## src/rtl/mult_booth_acc_pkg.sv

```systemverilog
// Shared definitions for the Booth multiplier accumulation stage: state
// encoding and the accumulator/counter width derivations.
package mult_booth_acc_pkg;

  typedef enum logic {
    ST_ACCUM = 1'b0,
    ST_HOLD  = 1'b1
  } state_t;

  function automatic int acc_width(input int data_width, input int guard_bits);
    return 2 * data_width + guard_bits;
  endfunction

  function automatic int cnt_width(input int guard_bits);
    return guard_bits + 1;
  endfunction

endpackage

```

## src/rtl/mult_booth_acc_add.sv

```systemverilog
// Combinational sign-extending adder with signed overflow detect.
module mult_booth_acc_add #(
  parameter int IN_WIDTH  = 32,
  parameter int ACC_WIDTH = 40
) (
  input  logic [ACC_WIDTH-1:0] acc,
  input  logic [IN_WIDTH-1:0]  addend,
  output logic [ACC_WIDTH-1:0] sum,
  output logic                 ovf
);

  logic [ACC_WIDTH-1:0] w_ext;

  assign w_ext = {{(ACC_WIDTH - IN_WIDTH){addend[IN_WIDTH-1]}}, addend};
  assign sum   = acc + w_ext;
  // Overflow only when both operands share a sign and the result flips it.
  assign ovf   = (acc[ACC_WIDTH-1] == w_ext[ACC_WIDTH-1]) &&
                 (sum[ACC_WIDTH-1] != acc[ACC_WIDTH-1]);

endmodule

```

## src/rtl/mult_booth_acc.sv

```systemverilog
// Frame accumulator for signed Booth products: sums each i_last-delimited
// frame and holds the result, term count and sticky overflow until taken.
//
// state    | meaning
// ST_ACCUM | accepting products (o_ready=1 once out of reset)
// ST_HOLD  | result presented (o_valid=1), waiting for i_ready
module mult_booth_acc
  import mult_booth_acc_pkg::*;
#(
  parameter int DATA_WIDTH = 16,
  parameter int GUARD_BITS = 8
) (
  input  logic                               i_clk,
  input  logic                               i_rst_n,
  input  logic                               i_clr,
  input  logic [2*DATA_WIDTH-1:0]            iv_prod,
  input  logic                               i_valid,
  input  logic                               i_last,
  output logic                               o_ready,
  output logic [2*DATA_WIDTH+GUARD_BITS-1:0] ov_sum,
  output logic [GUARD_BITS:0]                ov_count,
  output logic                               o_ovf,
  output logic                               o_valid,
  input  logic                               i_ready
);

  localparam int PROD_WIDTH = 2 * DATA_WIDTH;
  localparam int ACC_WIDTH  = acc_width(DATA_WIDTH, GUARD_BITS);
  localparam int CNT_WIDTH  = cnt_width(GUARD_BITS);
  localparam logic [CNT_WIDTH-1:0] CNT_ONE = CNT_WIDTH'(1);

  state_t               r_state, w_state_d;
  logic [ACC_WIDTH-1:0] r_acc, w_acc_d;
  logic [CNT_WIDTH-1:0] r_cnt, w_cnt_d;
  logic                 r_ovf, w_ovf_d;
  logic [ACC_WIDTH-1:0] r_sum, w_sum_d;
  logic [CNT_WIDTH-1:0] r_count, w_count_d;
  logic                 r_oovf, w_oovf_d;
  logic                 r_valid, w_valid_d;
  logic                 r_ready, w_ready_d;

  logic [ACC_WIDTH-1:0] w_add_sum;
  logic                 w_add_ovf;
  logic [CNT_WIDTH-1:0] w_cnt_inc;
  logic                 w_accept;

  mult_booth_acc_add #(
    .IN_WIDTH  (PROD_WIDTH),
    .ACC_WIDTH (ACC_WIDTH)
  ) u_add (
    .acc    (r_acc),
    .addend (iv_prod),
    .sum    (w_add_sum),
    .ovf    (w_add_ovf)
  );

  assign w_cnt_inc = (&r_cnt) ? r_cnt : r_cnt + CNT_ONE;
  // r_ready is low for the first cycle after reset, so it gates accepts too.
  assign w_accept  = i_valid && r_ready && (r_state == ST_ACCUM);

  always_comb begin
    w_state_d = r_state;
    w_acc_d   = r_acc;
    w_cnt_d   = r_cnt;
    w_ovf_d   = r_ovf;
    w_sum_d   = r_sum;
    w_count_d = r_count;
    w_oovf_d  = r_oovf;
    w_valid_d = r_valid;
    w_ready_d = r_ready;

    if (i_clr) begin
      w_state_d = ST_ACCUM;
      w_acc_d   = '0;
      w_cnt_d   = '0;
      w_ovf_d   = 1'b0;
      w_valid_d = 1'b0;
      w_ready_d = 1'b1;
    end else begin
      case (r_state)
        ST_ACCUM: begin
          w_ready_d = 1'b1;
          if (w_accept) begin
            if (i_last) begin
              w_sum_d   = w_add_sum;
              w_count_d = w_cnt_inc;
              w_oovf_d  = r_ovf | w_add_ovf;
              w_valid_d = 1'b1;
              w_ready_d = 1'b0;
              w_acc_d   = '0;
              w_cnt_d   = '0;
              w_ovf_d   = 1'b0;
              w_state_d = ST_HOLD;
            end else begin
              w_acc_d = w_add_sum;
              w_cnt_d = w_cnt_inc;
              w_ovf_d = r_ovf | w_add_ovf;
            end
          end
        end
        ST_HOLD: begin
          if (i_ready) begin
            w_valid_d = 1'b0;
            w_ready_d = 1'b1;
            w_state_d = ST_ACCUM;
          end
        end
        default: begin
          w_state_d = ST_ACCUM;
        end
      endcase
    end
  end

  always_ff @(posedge i_clk or negedge i_rst_n) begin
    if (!i_rst_n) begin
      r_state <= ST_ACCUM;
      r_acc   <= '0;
      r_cnt   <= '0;
      r_ovf   <= 1'b0;
      r_sum   <= '0;
      r_count <= '0;
      r_oovf  <= 1'b0;
      r_valid <= 1'b0;
      r_ready <= 1'b0;
    end else begin
      r_state <= w_state_d;
      r_acc   <= w_acc_d;
      r_cnt   <= w_cnt_d;
      r_ovf   <= w_ovf_d;
      r_sum   <= w_sum_d;
      r_count <= w_count_d;
      r_oovf  <= w_oovf_d;
      r_valid <= w_valid_d;
      r_ready <= w_ready_d;
    end
  end

  assign o_ready  = r_ready;
  assign o_valid  = r_valid;
  assign ov_sum   = r_sum;
  assign ov_count = r_count;
  assign o_ovf    = r_oovf;

endmodule

```

## config.mk

```make
export PLATFORM = sky130hd
export DESIGN_NAME = mult_booth_acc
export DESIGN_NICKNAME = d
export VERILOG_FILES = /design/src/rtl/mult_booth_acc_pkg.sv /design/src/rtl/mult_booth_acc_add.sv /design/src/rtl/mult_booth_acc.sv
export SDC_FILE = /design/constraint.sdc
export NUM_CORES = 1
export LEC_CHECK = 0
export BUFFER_PORTS_ARGS = -buffer_cell sky130_fd_sc_hd__buf_2
export CAP_MARGIN = 15
export CORE_UTILIZATION = 60
export DETAILED_ROUTE_END_ITERATION = 8
export PLACE_DENSITY = 0.8
export SETUP_SLACK_MARGIN = 0.2
export SYNTH_ARGS = -nofsm -noshare
export SYNTH_HDL_FRONTEND = slang
export SYNTH_HIERARCHICAL = 1
export SYNTH_SLANG_ARGS = --single-unit
```

## constraint.sdc

```tcl
create_clock -name i_clk -period 6.8 [get_ports i_clk]
set_clock_uncertainty 0.05 [all_clocks]
set_input_delay 0.34 -clock i_clk [delete_from_list [all_inputs] [get_ports i_clk]]
set_output_delay 0.34 -clock i_clk [all_outputs]
set_load 0.02 [all_outputs]
```

==> impl_metrics.csv, run 1 <==
group,metric,value,unit
clock_tree,worstSkewPairLatency,0.38,ns
floorplanning,num_rows,37,
pwr,power,0.00188,W
yosys,ys_seq_elements,103,
layout,multiInputGateArea,3530,um2
floorplanning,initial_core_util,0.615,
global_routing,grtUsageTotal,0.261,
drt,firstDrtPassIters,5,
floorplanning,die_area,10900,um2
timing,slew_headroom,0.227,
placed_design,port_buffers,89,
clock_tree,cts_sinks,103,
flow_run,cap_violations,0,
layout,register_area,2580,um2
critical_path,rr_startpoint,"r_acc[0]",
drt,drtAntennaViolNets,0,
critical_path,arrival,3.54,ns
clock_tree,cts.path.max_buffers,2,
timing,tightestPinTransition,1.16,ns
critical_path,regToRegSetupSlack,3.48,ns
yosys,synth_fp_nets,684,
drt,wl,13800,um
global_routing,grt_pass1_vias,4865,
layout,layout_commonest_cell,"dfrtp_1",
clock_tree,cts_tree,"yes",
floorplanning,die_w,105,um
critical_path,rr_worst_depth,11,
worst_hold_path,min_path_cells,2,
clock_tree,cts-root-buf,"clkbuf_8",
layout,fillers,802,
worst_hold_path,whs_endpoint,"o_valid",
global_routing,grt_antenna_before_repair,0,
clock_tree,post-cts-setup-buffer-count,0,
timing,rsz0062_at_grt,"no",
layout,diodes,0,
drt,via_count,4965,
yosys,synthCells,605,
critical_path,critPathLaunchType,"flip-flop",
timing,layout_setup_ws,3.48,ns
layout,fin_util,0.690,
worst_hold_path,hold_class,"primary input to flip-flop",
drt,avgRoutedWirePerCell,16.8,um
critical_path,crit_type,"flip-flop to flip-flop",
global_routing,grt_overflow,0,
clock_tree,cts_inserted_buffers,9,
yosys,ys_seq_area_frac,0.408,
worst_hold_path,worstHoldStart,"i_clr",
layout,mostFrequentLayoutCells,"dfrtp_1, buf_2, a21oi_1, nand2_1, a22o_1",
layout,drive_above_1_share,0.240,
layout,final_nets,758,
drt,post-route-drc-count,0,
yosys,synth-edff-count,0,
critical_path,end_kind,"flip-flop",
timing,finalHoldViolations,0,
placed_design,finalWeightedCongestion,0.891,
drt,avgViaCountPerCell,6.05,
timing,post-route-min-period,3.32,ns
yosys,synth.distinct_cells,62,
clock_tree,htree_levels,3,
critical_path,cp_max_fo,4,
pwr,powerDensity,265,nW/um2
pwr,peakVddDrop,0.000144,V
timing,timing.final.setup_violations,0,
yosys,netlist_area,6320,um2
yosys,syn-mean-instance-area,10.4,um2
floorplanning,core-area,10300,um2
placed_design,dp_slack,3.47,ns
floorplanning,pin_count,90,
yosys,synthArstFlopShare,1.00,
yosys,synth-main-ff-cell,"dfrtp_1",
timing,max_freq,0.301,GHz
timing,slew_violations,0,
drt,drtIter0Drc,213,
global_routing,grt_pass1_wl,23000,um
timing,setup_tns,0,ns
critical_path,rr_endpoint,"ov_sum[26]",
global_routing,grt_max_degree,63,
timing,finalCritPeriodShare,0.489,
critical_path,worstPathRequired,7.02,ns
placed_design,dp_hpwl,9640,um
layout,synthToLayoutAreaGrowth,12.2,%
floorplanning,die_h,105,um
yosys,yosysWarningCount,6,
status,status,"complete, no violations",
pwr,leakagePower,3.62,nW
clock_tree,path_clk_slew,0.09,ns
## cell usage after synthesis, drive strengths merged, types with 18 or more instances
master    n  area, um2
dfrtp   103       2580
a21oi    49        249
nand2    42        160
a22o     41        359
mux2     41        604
o21ai    41        209
ha       40        500
nor2     33        124
a21o     21        158
clkbuf   21       78.8
xor2     19        166
xnor2    18        158
## power by group
group	total [W]	internal [W]	leakage (nW)	switching, W
clock	0.000508	0.000293	0.134	0.000215
combinational	0.000596	0.000266	2.15	0.000330
sequential	0.000774	0.000714	1.33	0.0000596
total	0.00188	0.00127	3.62	0.000604
## worst max-delay path, cell delays in order, from the launching register on
cell and delay, ns:
dfrtp_1 0.39, ha_1 0.23, fa_1 0.44, a211oi_2 0.20
nor2_1 0.11, o31a_1 0.28, a221o_1 0.37, a211o_1 0.31
o31ai_2 0.25, a21oi_1 0.12, xor2_1 0.17, mux2_4 0.27
## area by class of cell
class,count,area share
multi-input combinational,456,0.498
sequential,103,0.363
timing repair buffer,93,0.0677
tap,136,0.0240
clock buffer,11,0.0199
clock inverter,5,0.0182
inverter,16,0.00847
## what timing repair did
item	in CTS	in global routing
resized for setup	0	0
setup endpoints to repair	0	0
hold buffers	1	0
endpoints found under the hold margin	42	0
## cell families (layout without fill, tap and decap cells)
| group | after synthesis | after routing | synth area share |
|---|---|---|---|
| DFF | 103 | 103 | 0.408 |
| muxes | 43 | 43 | 0.0988 |
| xor gates and xnor gates | 37 | 37 | 0.0513 |
| buffers and inverters | 46 | 125 | 0.0348 |
| AOI/OAI and AO/OA | 201 | 201 | 0.222 |
| and+or+nand+nor | 134 | 134 | 0.103 |
| adders and majority gates | 41 | 41 | 0.0824 |
## flip-flops by register name (all words and copies together) (netlist names)
signal    count
r_ovf         1
ov_count      9
r_acc        40
o_ovf         1
o_ready       1
ov_sum       40
r_state       1
r_cnt         9
o_valid       1
## layer usage
layer | vias to the layer above | track usage | routed length [um]
li1 | 2381 | - | -
met4 | 0 | 0.102 | 244
met5 | - | 0 | 0
met2 | 136 | 0.428 | 6630
met3 | 20 | 0.0349 | 575
met1 | 2428 | 0.352 | 6300
## worst max path at each step
| stage | start | to | slack (ns) |
|---|---|---|---|
| CTS | r_acc[0] | ov_sum[26] | 3.50 |
| floorplan | r_acc[0] | ov_sum[26] | 3.77 |
| detailed placement | iv_prod[0] | ov_sum[26] | 3.47 |
| global placement | iv_prod[0] | ov_sum[26] | 3.54 |
| global route | r_acc[0] | ov_sum[26] | 3.32 |
| finish | r_acc[0] | ov_sum[26] | 3.48 |
## stage by stage
stage / hold slack (ns) / std cells / cell area [um2]
6_report: 0.162 / 820 / 7090
3_5_place_dp: 0.312 / 803 / 6810
5_1_grt: 0.159 / 820 / 7090
3_3_place_gp: 0.310 / 803 / 6810
2_1_floorplan: -0.00559 / 605 / 6320
4_1_cts: 0.143 / 820 / 7090
Power figures use the tool's default switching activity.
==> run 2, diff against run 1 <==
--- a/config.mk
+++ b/config.mk
@@ -5,11 +5,12 @@
 export SDC_FILE = /design/constraint.sdc
 export NUM_CORES = 1
 export LEC_CHECK = 0
+export ABC_AREA = 1
 export BUFFER_PORTS_ARGS = -buffer_cell sky130_fd_sc_hd__buf_2
 export CAP_MARGIN = 15
-export CORE_UTILIZATION = 60
+export CORE_UTILIZATION = 54
 export DETAILED_ROUTE_END_ITERATION = 8
-export PLACE_DENSITY = 0.8
+export PLACE_DENSITY = 0.75
 export SETUP_SLACK_MARGIN = 0.2
 export SYNTH_ARGS = -nofsm -noshare
 export SYNTH_HDL_FRONTEND = slang
==> constraint.sdc (replaced) <==
create_clock -name i_clk -period 3 [get_ports i_clk]
set_clock_uncertainty 0.05 [all_clocks]
set_input_delay 0.15 -clock i_clk [delete_from_list [all_inputs] [get_ports i_clk]]
set_output_delay 0.15 -clock i_clk [all_outputs]
set_load 0.02 [all_outputs]
==> impl_metrics.csv, run 2 <==
group,metric,value,unit
drt,firstDrtPassIters,5,
worst_hold_path,whs_endpoint,"o_valid",
critical_path,rr_startpoint,"r_acc[0]",
layout,layout_commonest_cell,"nand2_1",
drt,post-route-drc-count,0,
clock_tree,post-cts-setup-buffer-count,0,
drt,avgRoutedWirePerCell,13.0,um
yosys,yosysWarningCount,6,
worst_hold_path,min_path_cells,3,
clock_tree,cts_sinks,103,
yosys,yosys-top-cells-count,"nand2_1, inv_1, dfrtp_1",
yosys,synth.area.top_cells,"dfrtp_1, nand2_1, inv_1",
timing,setup_tns,0,ns
timing,whs,0.0881,ns
layout,drive_above_1_share,0.151,
floorplanning,pin_count,90,
critical_path,end_kind,"flip-flop",
clock_tree,cts-root-buf,"clkbuf_16",
critical_path,rr_worst_depth,14,
pwr,comb_power_share,0.306,
floorplanning,die_w,118,um
status,status,"complete, no violations",
timing,slew_violations,0,
drt,drtIter0Drc,484,
placed_design,port_buffers,89,
global_routing,grt_pass1_vias,6097,
critical_path,arrival,2.56,ns
timing,rsz0062_at_grt,"no",
layout,diodes,0,
yosys,ys_seq_area_frac,0.355,
yosys,syn-mean-instance-area,6.81,um2
pwr,powerDensity,499,nW/um2
yosys,netlist_area,7260,um2
timing,finalHoldViolations,0,
clock_tree,path_clk_slew,0.07,ns
drt,wl,17400,um
drt,drtAntennaViolNets,0,
global_routing,grt_pass1_wl,29100,um
yosys,synth-edff-count,0,
drt,avgViaCountPerCell,4.97,
yosys,synth.distinct_cells,30,
floorplanning,initial_core_util,0.551,
yosys,synth_most_common_cell,"nand2_1",
timing,slew_headroom,0.458,
critical_path,worstPathRequired,3.17,ns
yosys,synthArstFlopShare,1.00,
timing,tightestPinTransition,0.813,ns
yosys,synth-main-ff-cell,"dfrtp_1",
layout,mostFrequentLayoutCells,"nand2_1, inv_1, dfrtp_1, buf_2, nor2_1",
pwr,power,0.00408,W
pwr,clock_power_share,0.282,
pwr,switching_share,0.370,
pwr,switchingPower,0.00151,W
placed_design,dp_hpwl,13600,um
pwr,pwr-share-seq,0.412,
floorplanning,core-area,13200,um2
global_routing,grt_max_degree,63,
yosys,synth_top_area_frac,0.355,
worst_hold_path,hold_class,"primary input to flip-flop",
worst_hold_path,worstHoldStart,"i_last",
floorplanning,die_area,13900,um2
layout,final_nets,1234,
yosys,synth_fp_nets,1145,
layout,fin_util,0.620,
drt,via_count,6639,
critical_path,cp_max_fo,5,
critical_path,critPathSlowestCell,"fa_1",
critical_path,worst_path_most_repeated_cell,"nand2_1",
yosys,synthCells,1066,
clock_tree,worstSkewPairLatency,0.36,ns
timing,finalCritPeriodShare,0.796,
floorplanning,die_h,118,um
pwr,p_int,0.00257,W
global_routing,grt_antenna_before_repair,0,
critical_path,critPathLaunchType,"flip-flop",
critical_path,regToRegSetupSlack,0.61,ns
yosys,synth_top_cell_by_area,"dfrtp_1",
global_routing,grt_overflow,0,
timing,timing.final.setup_violations,0,
pwr,leakagePower,4.82,nW
clock_tree,cts.path.max_buffers,2,
clock_tree,cts_inserted_buffers,9,
clock_tree,cts_tree,"yes",
layout,synthToLayoutAreaGrowth,12.6,%
timing,max_freq,0.419,GHz
timing,post-route-min-period,2.39,ns
yosys,ys_seq_elements,103,
critical_path,crit_type,"flip-flop to flip-flop",
critical_path,rr_endpoint,"r_acc[30]",
critical_path,crit_path_max_incr_delay,0.43,ns
global_routing,grtUsageTotal,0.261,
pwr,peakVddDrop,0.000313,V
placed_design,finalWeightedCongestion,0.949,
floorplanning,num_rows,42,
clock_tree,htree_levels,3,
critical_path,crit_chain,"ha_1, fa_1, nand3_1, nand3_1, nand2_1, nand2_1, nand2_1, nand3_2, nand2_1, nand2_1, nand2_1, nand2_1, inv_1, o21ai_0",
flow_run,cap_violations,0,
==> run 2: changes by cell type after synthesis, sizes merged, moves of 16 or more <==
cell / previous run / this run
a21oi: 49 / 33
nand3: 11 / 44
a21o: 21 / 0
nand2: 42 / 420
o21ai: 41 / 101
inv: 16 / 185
mux2: 41 / 0
nor2: 33 / 73
a22o: 41 / 0
==> run 2: power groups by stage <==
stage	clock network (W)	registers, W	logic (W)
2_1_floorplan	0	0.00189	0.000676
6_report	0.00115	0.00168	0.00125
4_1_cts	0.00118	0.00168	0.00125
3_3_place_gp	0	0.00170	0.00123
5_1_grt	0.00124	0.00170	0.00140
3_5_place_dp	0	0.00170	0.00125
==> run 2: routing by layer <==
layer	vias to the layer above	wire (um)	track usage
met5	-	0	0
met4	0	271	0.0817
met1	2995	8710	0.380
met2	169	7630	0.403
met3	18	735	0.0296
li1	3457	-	-
==> run 2: area by class of cell <==
type,count,area (um2)
flip-flops and latches,103,2580
repair buffers,97,551
inverters,185,696
clock buffers,9,225
well taps,176,220
clock inverters,7,62.6
multi-input cells,759,3850
fillers,1274,5010
==> run 2: worst max path at each step <==
stage                         from        end  cells after the start
after global routing      r_acc[0]  r_acc[14]                     10
after CTS                 r_acc[0]  r_acc[30]                     14
after floorplan           r_acc[0]  r_acc[30]                     14
after detailed placement  r_acc[0]  r_acc[14]                     10
after global placement    r_acc[0]  r_acc[14]                     10
final                     r_acc[0]  r_acc[30]                     14
==> run 2: critical path, delay by kind of cell (launching register included) <==
kind | cells | cell delay (ns)
compound gates | 1 | 0.08
fa+ha+maj | 2 | 0.67
buf+inv | 1 | 0.07
flops | 1 | 0.38
simple gates | 10 | 0.99
==> run 2: repair_timing <==
item | 4_1_cts | 5_1_grt
resized for setup | 0 | 0
hold buffers | 2 | 0
hold endpoints to repair | 62 | 0
setup endpoints to repair | 0 | 0
==> run 2: logic make-up after synthesis <==
logic type	count (synthesis)	share of synthesized area
AO/OA/AOI/OAI	139	0.113
adder cells (fa/ha/maj)	41	0.0717
buffers and inverters	204	0.115
AND/OR/NAND/NOR	556	0.318
XOR/XNOR	23	0.0277
flip-flops	103	0.355
==> run 2: stage by stage <==
stage          cell area, um2  worst slack (ns)  instances
2_1_floorplan            7260             0.927       1066
3_3_place_gp             7870             0.720       1318
3_5_place_dp             7870             0.623       1318
4_1_cts                  8180             0.623       1336
5_1_grt                  8180             0.354       1336
6_report                 8180             0.613       1336
